[src/rtl/alu_dec_pipe_if.sv]
// Entry/exit handshake and payload bundle for the pipelined ALU control decoder.
// slave is the decoder's view, master is the producer/consumer side.
interface alu_dec_pipe_if #(
  parameter int TAG_W = 8,
  parameter int CNT_W = 16
);
  logic             in_valid;
  logic             in_ready;
  logic             opb5;
  logic [2:0]       funct3;
  logic             funct7b5;
  logic             funct7b0;
  logic [1:0]       ALUOp;
  logic [TAG_W-1:0] in_tag;
  logic             out_valid;
  logic             out_ready;
  logic [4:0]       ALUControl;
  logic             illegal;
  logic [TAG_W-1:0] out_tag;
  logic [CNT_W-1:0] illegal_cnt;

  modport slave (
    input  in_valid, opb5, funct3, funct7b5, funct7b0, ALUOp, in_tag, out_ready,
    output in_ready, out_valid, ALUControl, illegal, out_tag, illegal_cnt
  );

  modport master (
    output in_valid, opb5, funct3, funct7b5, funct7b0, ALUOp, in_tag, out_ready,
    input  in_ready, out_valid, ALUControl, illegal, out_tag, illegal_cnt
  );
endinterface

[src/rtl/alu_dec_pipe.sv]
// Pipelined RV32 ALU control decoder with backpressure, flush, RV32M decode,
// illegal-op flagging and a saturating count of accepted illegal entries.
module alu_dec_pipe #(
  parameter int STAGES = 2,
  parameter int TAG_W  = 8,
  parameter bit EN_M   = 1'b1,
  parameter int CNT_W  = 16
) (
  input  logic          clk,
  input  logic          reset,
  input  logic          flush,
  alu_dec_pipe_if.slave bus
);
  localparam logic [4:0] OP_ADD  = 5'b00000;
  localparam logic [4:0] OP_SUB  = 5'b00001;
  localparam logic [4:0] OP_AND  = 5'b00010;
  localparam logic [4:0] OP_OR   = 5'b00011;
  localparam logic [4:0] OP_XOR  = 5'b00100;
  localparam logic [4:0] OP_SLT  = 5'b00101;
  localparam logic [4:0] OP_SLTU = 5'b00110;
  localparam logic [4:0] OP_SLL  = 5'b00111;
  localparam logic [4:0] OP_SRL  = 5'b01000;
  localparam logic [4:0] OP_SRA  = 5'b01001;

  typedef struct packed {
    logic [4:0]       ctl;
    logic             ill;
    logic [TAG_W-1:0] tag;
  } ent_t;

  ent_t              ent_d;
  ent_t              ent_q [STAGES];
  logic [STAGES-1:0] vld_q;
  logic [STAGES-1:0] go;
  logic              acc;
  logic [CNT_W-1:0]  cnt_q, cnt_d;

  always_comb begin
    ent_d     = '0;
    ent_d.tag = bus.in_tag;
    ent_d.ctl = OP_ADD;
    unique case (bus.ALUOp)
      2'b00: ent_d.ctl = OP_ADD;
      2'b01: begin
        unique case (bus.funct3[2:1])
          2'b00:   ent_d.ctl = OP_SUB;
          2'b10:   ent_d.ctl = OP_SLT;
          2'b11:   ent_d.ctl = OP_SLTU;
          default: ent_d.ill = 1'b1;
        endcase
      end
      2'b10: begin
        if (bus.opb5 && bus.funct7b0) begin
          // M-extension encodings map straight onto 10_funct3
          if (!EN_M || bus.funct7b5) ent_d.ill = 1'b1;
          else                       ent_d.ctl = {2'b10, bus.funct3};
        end else begin
          unique case (bus.funct3)
            3'b000:  ent_d.ctl = (bus.opb5 && bus.funct7b5) ? OP_SUB : OP_ADD;
            3'b001:  ent_d.ctl = OP_SLL;
            3'b010:  ent_d.ctl = OP_SLT;
            3'b011:  ent_d.ctl = OP_SLTU;
            3'b100:  ent_d.ctl = OP_XOR;
            3'b101:  ent_d.ctl = bus.funct7b5 ? OP_SRA : OP_SRL;
            3'b110:  ent_d.ctl = OP_OR;
            default: ent_d.ctl = OP_AND;
          endcase
        end
      end
      default: ent_d.ill = 1'b1;
    endcase
    if (ent_d.ill) ent_d.ctl = OP_ADD;
  end

  // go[i]: the slot after stage i can take an entry this cycle
  always_comb begin
    go = '0;
    go[STAGES-1] = bus.out_ready;
    for (int i = STAGES - 2; i >= 0; i--) go[i] = !vld_q[i+1] || go[i+1];
  end

  assign bus.in_ready = !reset && !flush && (!vld_q[0] || go[0]);
  assign acc          = bus.in_valid && bus.in_ready;

  always_comb begin
    cnt_d = cnt_q;
    if (acc && ent_d.ill && (cnt_q != {CNT_W{1'b1}})) cnt_d = cnt_q + CNT_W'(1);
  end

  always_ff @(posedge clk) begin
    if (reset) begin
      vld_q <= '0;
      for (int i = 0; i < STAGES; i++) ent_q[i] <= '0;
      cnt_q <= '0;
    end else begin
      if (flush) begin
        vld_q <= '0;
      end else begin
        if (!vld_q[0] || go[0]) vld_q[0] <= bus.in_valid;
        for (int i = 1; i < STAGES; i++)
          if (go[i-1]) vld_q[i] <= vld_q[i-1];
      end
      if (acc) ent_q[0] <= ent_d;
      for (int i = 1; i < STAGES; i++)
        if (!flush && vld_q[i-1] && go[i-1]) ent_q[i] <= ent_q[i-1];
      cnt_q <= cnt_d;
    end
  end

  assign bus.out_valid   = vld_q[STAGES-1];
  assign bus.ALUControl  = ent_q[STAGES-1].ctl;
  assign bus.illegal     = ent_q[STAGES-1].ill;
  assign bus.out_tag     = ent_q[STAGES-1].tag;
  assign bus.illegal_cnt = cnt_q;
endmodule

[src/flat_wrapper.sv]
// flat-port wrapper written by rule: the top's interface ports become plain ports
module alu_dec_pipe_flat 
#(
  parameter int STAGES = 2,
  parameter int TAG_W  = 8,
  parameter bit EN_M   = 1'b1,
  parameter int CNT_W  = 16
)
  (clk, reset, flush, bus_in_valid, bus_opb5, bus_funct3, bus_funct7b5, bus_funct7b0, bus_ALUOp, bus_in_tag, bus_out_ready, bus_in_ready, bus_out_valid, bus_ALUControl, bus_illegal, bus_out_tag, bus_illegal_cnt);
  alu_dec_pipe_if #(.TAG_W(TAG_W), .CNT_W(CNT_W)) bus_i ();
  input  logic clk;
  input  logic reset;
  input  logic flush;
  input wire logic [$bits(bus_i.in_valid)-1:0] bus_in_valid;
  input wire logic [$bits(bus_i.opb5)-1:0] bus_opb5;
  input wire logic [$bits(bus_i.funct3)-1:0] bus_funct3;
  input wire logic [$bits(bus_i.funct7b5)-1:0] bus_funct7b5;
  input wire logic [$bits(bus_i.funct7b0)-1:0] bus_funct7b0;
  input wire logic [$bits(bus_i.ALUOp)-1:0] bus_ALUOp;
  input wire logic [$bits(bus_i.in_tag)-1:0] bus_in_tag;
  input wire logic [$bits(bus_i.out_ready)-1:0] bus_out_ready;
  output wire logic [$bits(bus_i.in_ready)-1:0] bus_in_ready;
  output wire logic [$bits(bus_i.out_valid)-1:0] bus_out_valid;
  output wire logic [$bits(bus_i.ALUControl)-1:0] bus_ALUControl;
  output wire logic [$bits(bus_i.illegal)-1:0] bus_illegal;
  output wire logic [$bits(bus_i.out_tag)-1:0] bus_out_tag;
  output wire logic [$bits(bus_i.illegal_cnt)-1:0] bus_illegal_cnt;
  assign bus_i.in_valid = bus_in_valid;
  assign bus_i.opb5 = bus_opb5;
  assign bus_i.funct3 = bus_funct3;
  assign bus_i.funct7b5 = bus_funct7b5;
  assign bus_i.funct7b0 = bus_funct7b0;
  assign bus_i.ALUOp = bus_ALUOp;
  assign bus_i.in_tag = bus_in_tag;
  assign bus_i.out_ready = bus_out_ready;
  assign bus_in_ready = bus_i.in_ready;
  assign bus_out_valid = bus_i.out_valid;
  assign bus_ALUControl = bus_i.ALUControl;
  assign bus_illegal = bus_i.illegal;
  assign bus_out_tag = bus_i.out_tag;
  assign bus_illegal_cnt = bus_i.illegal_cnt;
  alu_dec_pipe #(.STAGES(STAGES), .TAG_W(TAG_W), .EN_M(EN_M), .CNT_W(CNT_W)) u_core (.clk(clk), .reset(reset), .flush(flush), .bus(bus_i));
endmodule
[config.mk]
export PLATFORM = sky130hd
export DESIGN_NAME = alu_dec_pipe_flat
export DESIGN_NICKNAME = d
export VERILOG_FILES = /design/src/rtl/alu_dec_pipe_if.sv /design/src/rtl/alu_dec_pipe.sv /design/src/flat_wrapper.sv
export SDC_FILE = /design/constraint.sdc
export NUM_CORES = 1
export LEC_CHECK = 0
export ABC_CLOCK_PERIOD_IN_PS = 2940
export BUFFER_PORTS_ARGS = -buffer_cell sky130_fd_sc_hd__buf_2
export CORE_UTILIZATION = 45
export CTS_BUF_LIST = sky130_fd_sc_hd__clkbuf_4 sky130_fd_sc_hd__clkbuf_8 sky130_fd_sc_hd__clkbuf_16
export CTS_CLUSTER_DIAMETER = 30
export DETAILED_ROUTE_END_ITERATION = 16
export HOLD_SLACK_MARGIN = 0.03
export PLACE_DENSITY = 0.76
export SLEW_MARGIN = 20
export SYNTH_ARGS = -nofsm -noshare
export SYNTH_HDL_FRONTEND = slang
export SYNTH_SLANG_ARGS = --single-unit
[constraint.sdc]
create_clock -name clk -period 2.94 [get_ports clk]
set_clock_uncertainty 0.2 [all_clocks]
set_input_delay 0.147 -clock clk [delete_from_list [all_inputs] [get_ports clk]]
set_output_delay 0.147 -clock clk [all_outputs]
set_load 0.03 [all_outputs]
-- Word-level counts from Yosys, hierarchy flattened
Memories as Yosys holds them, arrays and structs flattened.
Index checks and enable logic that the tools add are counted.
- reductions and logical operators: 20
- mux-type cells: 22
- eq/ne operators: 11
- add/sub/neg operators: 1
- bitwise operators: 2
- operator list (cell ; count):
    5-bit case mux with 7 select lines ; 1
    14-bit 2-to-1 mux ; 2
    16-bit by 1-bit adder with 16-bit output, second input constant ; 1
    16-bit inequality test, second input constant ; 1
    5-bit 2-to-1 mux ; 3
    1-bit 2-to-1 mux ; 13
    5-bit case mux with 2 select lines ; 1
    3-bit == test, second input constant ; 3
    1-bit logical AND ; 9
    3-bit case mux with 3 select lines ; 1
    2-bit == test, second input constant ; 3
    3-bit by 2-bit == test with 1-bit output, second input constant ; 2
    1-bit zero test ; 4
    2-bit zero test ; 2
    3-bit by 1-bit == test with 1-bit output, second input constant ; 1
    3-bit zero test ; 1
    1-bit case mux with 3 select lines ; 1
    3-bit OR reduction ; 1
    2-bit by 1-bit == test with 1-bit output, second input constant ; 1
    1-bit logical OR ; 2
    1-bit bitwise OR ; 2
    2-bit OR reduction ; 1
- memory bits (writable): 28
- memories: 1
- register bits after elaboration: 18
- input bits: 21
- memories (name ; depth ; bits a word ; rd ports ; clocked after memory_dff ; wr ports ; RTL line ; RTL):
    u_core.ent_q ; 2 ; 14 ; 2 ; 0 ; 2 ; alu_dec_pipe.sv:32 ; ent_t ent_q [STAGES];

-- Depth between registers and ports, before layout
- word-level depth: 9
- depth in mapped cells: 8
- depth with buffers taken out: 6

-- Worst setup path before layout
No wires, ideal clock.
- path type: register to register
- from: register u_core.cnt_q[0] (netlist: u_core.bus.illegal_cnt[0])
- to: register u_core.cnt_q[10] (netlist: u_core.bus.illegal_cnt[10])
- cell stages (with the launch flop): 6
- arrival time: 1.906 ns
- slack: 0.763 ns
- data required time: 2.670 ns
- buffers on the path: 0
- path through: dfxtp_1 > ha_1 > nand3_1 > or3_1 > or4_1 > a21oi_1
- cells in the longest elaborated chain, start to end: 2
- elaborated cells on any way between the ends: 3
- classes of those cells: add/sub (1); eq/ne (1); reduce/logical (1)
- RTL lines (item ; RTL line ; RTL):
    start, declared ; alu_dec_pipe.sv:36 ; logic [CNT_W-1:0] cnt_q, cnt_d;
    start signal, assigned ; alu_dec_pipe.sv:106 ; cnt_q <= cnt_d;
    parallel branches: the longest is 2 deep, another holds 16-bit by 1-bit adder with 16-bit output ; n/a ;
Parallel ways; which one is timed is not known.
A chain may end at the register's enable or synchronous reset.

-- Worst setup path in the final report
- from: input port bus_funct3[1]
- to: register u_core.cnt_q[0] (netlist: u_core.bus.illegal_cnt[0])
- cells in the longest elaborated chain, start to end: 6
- elaborated cells on any way between the ends: 8
- classes of those cells: eq/ne (2); mux (2); reduce/logical (4)
- RTL lines (item ; RTL line ; RTL):
    start, declared ; flat_wrapper.sv:16 ; input wire logic [$bits(bus_i.funct3)-1:0] bus_funct3;
    2-bit == test or 2-bit zero test (tied branches) ; alu_dec_pipe.sv:45 ; unique case (bus.funct3[2:1])
    3-bit OR reduction (no source line) (*) ; n/a ;
    1-bit 2-to-1 mux (*) ; alu_dec_pipe.sv:45 ;
    1-bit case mux with 3 select lines (*) ; alu_dec_pipe.sv:42 ; unique case (bus.ALUOp)
    1-bit logical AND (*) (2 in series) ; alu_dec_pipe.sv:87 ; if (acc && ent_d.ill && (cnt_q != {CNT_W{1'b1}})) cnt_d = cnt_q + CNT_W'(1);
Every way passes the cells marked *; elsewhere a longest branch is shown, timed or not.

==> results.md <==
Timing:
- The number of hold-slack violations in the final timing report came to 0.
- For the final routed database, the setup TNS stands at 0 ns.
- The fmax is 418.0 MHz.
- The slew at the pin closest to its max-slew limit is 0.9164 ns.
- The post-route fraction of the period consumed by the critical path is about four fifths.
- The smallest clock period supported by the final layout is computed as approximately 2.4 ns.
- Setup violations remaining at the end of the flow were counted as 0.
- The final max-slew violation count was 0.
- The final worst hold slack is between 0.04 and 0.05 ns.
- Setup repair after global routing left no endpoint under its margin.
- Headroom to the max-slew limit came out at 38.81%.

Cells and area:
- The layout overhead on the synthesized area is 20.17%.
- Of the cells placed in the final design, the portion with a size suffix greater than 1 is 25.74%.
- The count of antenna diodes in the layout is 0.
- At the end of the flow, the number of nets in the layout was 296.
- The combined area of the multi-input logic cells is 969.7 um2.
- The sequential standard cell area is ~1200 um2.
- The layout filler cell count is 427.

Setup path:
- The worst setup path is captured at a flop.
- The start point of the critical path is bus_funct3[1].
- The worst register-to-register path begins at u_core.bus.illegal_cnt[0].
- The signal on the critical path passes through dlygate4sd3_1 > buf_2 > and3b_1 > o311ai_2 > buf_4 > o21ai_0 > a21oi_1.
- At the worst endpoint, the required time is 2.97 ns.
- STA puts the critical path data arrival time at 2.43 ns.
- Of all nets on the critical path, the largest fanout is 16.
- For this design, the slowest cell found on the critical path is sky130_fd_sc_hd__o311ai_2.
- The critical path in this run is classified as in2reg.
- The delay contributed by the slowest stage of the critical path is 0.79 ns.
- The category of the worst setup path launch point is a primary input.

Synth:
- The average instance area after synthesis is 10.81 um2.
- In this run, synthesis inferred 28 flip-flops with an integrated enable.
- In this run the biggest area consumer among cell types represents 35.86% of the synthesized area.
- During synthesis, Yosys emitted a total of 0 warnings.
- Synthesis produced 217 cells.
- The area of the mapped netlist is approximately 2300 um2.
- The flop and latch count out of synthesis is 46.
- Ranked by total cell area, the synthesized netlist is headed by sky130_fd_sc_hd__edfxtp_1, sky130_fd_sc_hd__dfxtp_1, sky130_fd_sc_hd__and2_1.
- The most instantiated flip-flop cell in the synthesis netlist is sky130_fd_sc_hd__edfxtp_1.
- In the synthesized netlist the async set-or-reset flop fraction comes to 0%.
- The count of different cell masters after synthesis is 43.
- The total nets after synthesis is about 240.
- The largest area contributor in the synthesized netlist is sky130_fd_sc_hd__edfxtp_1.
- The post-synthesis sequential area ratio is approximately half.

Detailed routing:
- For this block, the via count after detailed routing is 1816.
- The number of antenna-violating nets in the routed design is 0.
- The first-pass iteration count of the detailed router is 4.
- For this block, the routed nets add up to 4379 um of wire.
- In the routed design, unresolved DRC markers number 0.
- After detailed routing, the average wire length per cell comes to 12.92 um.
- The number of design-rule violations left by the first detailed-router iteration is 125.
- The via-per-instance ratio is 5.357.

Power and ir drop:
- The internal power of the cells totals 1.007 mW.
- The fraction of power consumed by combinational cells is around a tenth.
- The power per cell area is ~460 nW/um2.
- For this design the total switching power over the nets is 292.2 uW.
- The fraction of power spent switching nets is between 20% and 30%.
- The total leakage power is ~1.2 nW.
- Sequential cells account for 54.8% of the total power.
- Of the total power, the clock network draws between 30% and 40%.
- IR analysis of the VDD net gives a maximum drop of 0.0002079 V.

Min path:
- The path class of the tightest hold or removal check is in2reg.
- The worst hold path begins at reset.

Global routing:
- The number of global-route vias before repair is 1609.
- The pin count of the biggest net entering global routing is 25.
- The first global-routing pass estimated 7224 um of wire.
- The initial antenna violation count came to 0.
- The remaining global-route overflow is 0.
- Global routing used 17.45% of the available tracks across all layers.

CTS:
- TritonCTS created 5 clock buffers.
- The maximum clock path buffer count is 2.
- The post-cts resize count is 0.
- The CTS tree is done.
- The clock latency reported for the late side of the worst-skew pair is 0.30 ns.
- The root cell of the clock tree is sky130_fd_sc_hd__clkbuf_8.
- After clock tree synthesis, the clock-pin slew on the worst setup and hold paths is 0.09 ns.
- The number of levels the H-tree was split into is 2.
- CTS saw 46 sinks.

Place:
- At the end of routability-driven placement, the weighted congestion stood at 0.9207.
- The post-DP HPWL is about 3100 um.
- The total of buffers placed on input and output ports is 52.

Floorplan:
- Measured along the y axis, the die boundary spans 74.19 um.
- The floorplan core area is 4880 um2.
- The starting density of the core is around 48%.
- The floorplan step defined a die boundary enclosing roughly 5500 um2.
- The die is 74.19 um wide.
- The I/O pin total is 53.
- After floorplanning, the core was divided into 25 placement rows.

Run:
- The count of max-cap constraint violations is 0.

Run status:
- The run finished with clean final reports.
==> synth_stat cells (all sizes together), types with 6 or more instances <==
master	count
buf	19
or4	8
a21oi	13
nand2	10
dfxtp	18
o21ai	6
o31ai	8
or3	6
and2	23
nand4	8
edfxtp	28
inv	8
==> worst max-delay path, delay by kind of cell <==
| kind | cells | cell delay, ns |
|---|---|---|
| AND/OR/NAND/NOR | 1 | 0.20 |
| AO/OA/AOI/OAI | 3 | 1.06 |
| buffers and inverters | 3 | 1.02 |
==> power by group through the flow <==
| stage | Combinational [mW] | Clock (mW) | Sequential [mW] |
|---|---|---|---|
| 2_1_floorplan | 0.0789 | 0 | 0.729 |
| 3_5_place_dp | 0.108 | 0 | 0.728 |
| 6_report | 0.120 | 0.467 | 0.712 |
| 5_1_grt | 0.132 | 0.504 | 0.715 |
| 3_3_place_gp | 0.107 | 0 | 0.726 |
| 4_1_cts | 0.121 | 0.476 | 0.713 |
==> sequential cells by signal, indices dropped and copies added, names as in the netlist <==
register / cells
u_core.vld_q: 2
u_core.ent_q: 28
u_core.bus.illegal_cnt: 16
==> metrics by stage <==
stage	std cells	cell area [um2]	util (%)	setup slack, ns	power (mW)
global route	339	2818	57.74	0.3311	1.351
global placement	318	2575	52.77	0.6411	0.8333
CTS	339	2818	57.74	0.5569	1.310
floorplan	217	2345	-	0.7634	0.8078
finish	339	2818	57.74	0.5476	1.300
detailed placement	318	2575	52.77	0.5585	0.8360
==> kinds of logic (layout without fill, tap and decap cells) <==
family,after synthesis,in the layout,synth area share [%]
adders and majority gates,4,4,2.135
muxes,2,2,0.9604
buffers and inverters,30,85,7.417
AOI/OAI and AO/OA,43,43,12.70
and+or+nand+nor,92,92,25.56
DFF,46,46,51.23
==> cell type report <==
cell class / instances / share of cell area [%]
sequential: 46 / 42.63
inverter: 8 / 1.066
tap: 67 / 2.975
clock buffer: 5 / 2.442
multi-input combinational: 141 / 34.41
clock inverter: 3 / 1.554
timing repair buffer: 69 / 14.92
==> routing by layer <==
| layer | vias to the layer above | GRT usage, % | share of wire [%] |
|---|---|---|---|
| li1 | 913 | - | - |
| met4 | 0 | 7.692 | 1.4 |
| met3 | 5 | 4.065 | 4.9 |
| met5 | - | 0 | 0 |
| met2 | 52 | 27.17 | 47 |
| met1 | 846 | 23.28 | 46 |
==> placed cells by master (no fill, tap or decap), types with 2 or more instances in the layout <==
cell,netlist,routed
sky130_fd_sc_hd__ha_1,4,4
sky130_fd_sc_hd__nor4_1,2,2
sky130_fd_sc_hd__edfxtp_1,28,28
sky130_fd_sc_hd__and3b_1,2,2
sky130_fd_sc_hd__and2_1,23,23
sky130_fd_sc_hd__nand2_1,10,10
sky130_fd_sc_hd__inv_1,8,8
sky130_fd_sc_hd__nor3_1,4,4
sky130_fd_sc_hd__o41ai_1,4,4
sky130_fd_sc_hd__and3_1,2,2
sky130_fd_sc_hd__buf_2,4,52
sky130_fd_sc_hd__o311ai_0,4,4
sky130_fd_sc_hd__buf_4,13,4
sky130_fd_sc_hd__nand2b_1,2,2
sky130_fd_sc_hd__nand3_1,4,4
sky130_fd_sc_hd__clkbuf_8,0,5
sky130_fd_sc_hd__o21ai_0,6,6
sky130_fd_sc_hd__or4_1,8,8
sky130_fd_sc_hd__or3_1,6,6
sky130_fd_sc_hd__a21oi_1,13,13
sky130_fd_sc_hd__nand3b_1,5,5
sky130_fd_sc_hd__o31ai_1,8,8
sky130_fd_sc_hd__dfxtp_1,18,18
sky130_fd_sc_hd__dlygate4sd3_1,0,13
sky130_fd_sc_hd__and4_1,3,3
sky130_fd_sc_hd__nand4_1,7,7
sky130_fd_sc_hd__nor2b_1,3,3
sky130_fd_sc_hd__mux2_1,2,2
sky130_fd_sc_hd__nor2_1,5,5
sky130_fd_sc_hd__a21boi_0,2,2
==> worst paths after layout <==
| check | slack [ns] | end | cells after the start |
|---|---|---|---|
| hold reg to reg | 0.30 | u_core.bus.illegal_cnt[14] | 2 |
| setup reg to reg | 0.79 | u_core.bus.illegal_cnt[11] | 6 |
| hold / removal | 0.04 | u_core.bus.illegal_cnt[7] | 2 |
| setup / recovery | 0.55 | u_core.bus.illegal_cnt[0] | 7 |
==> timing repair <==
action                    in CTS  in global routing
buffers inserted               0                  0
hold endpoints to repair      11                  0
hold buffers                  13                  0
No activity file was read; power rests on OpenSTA's default activity.
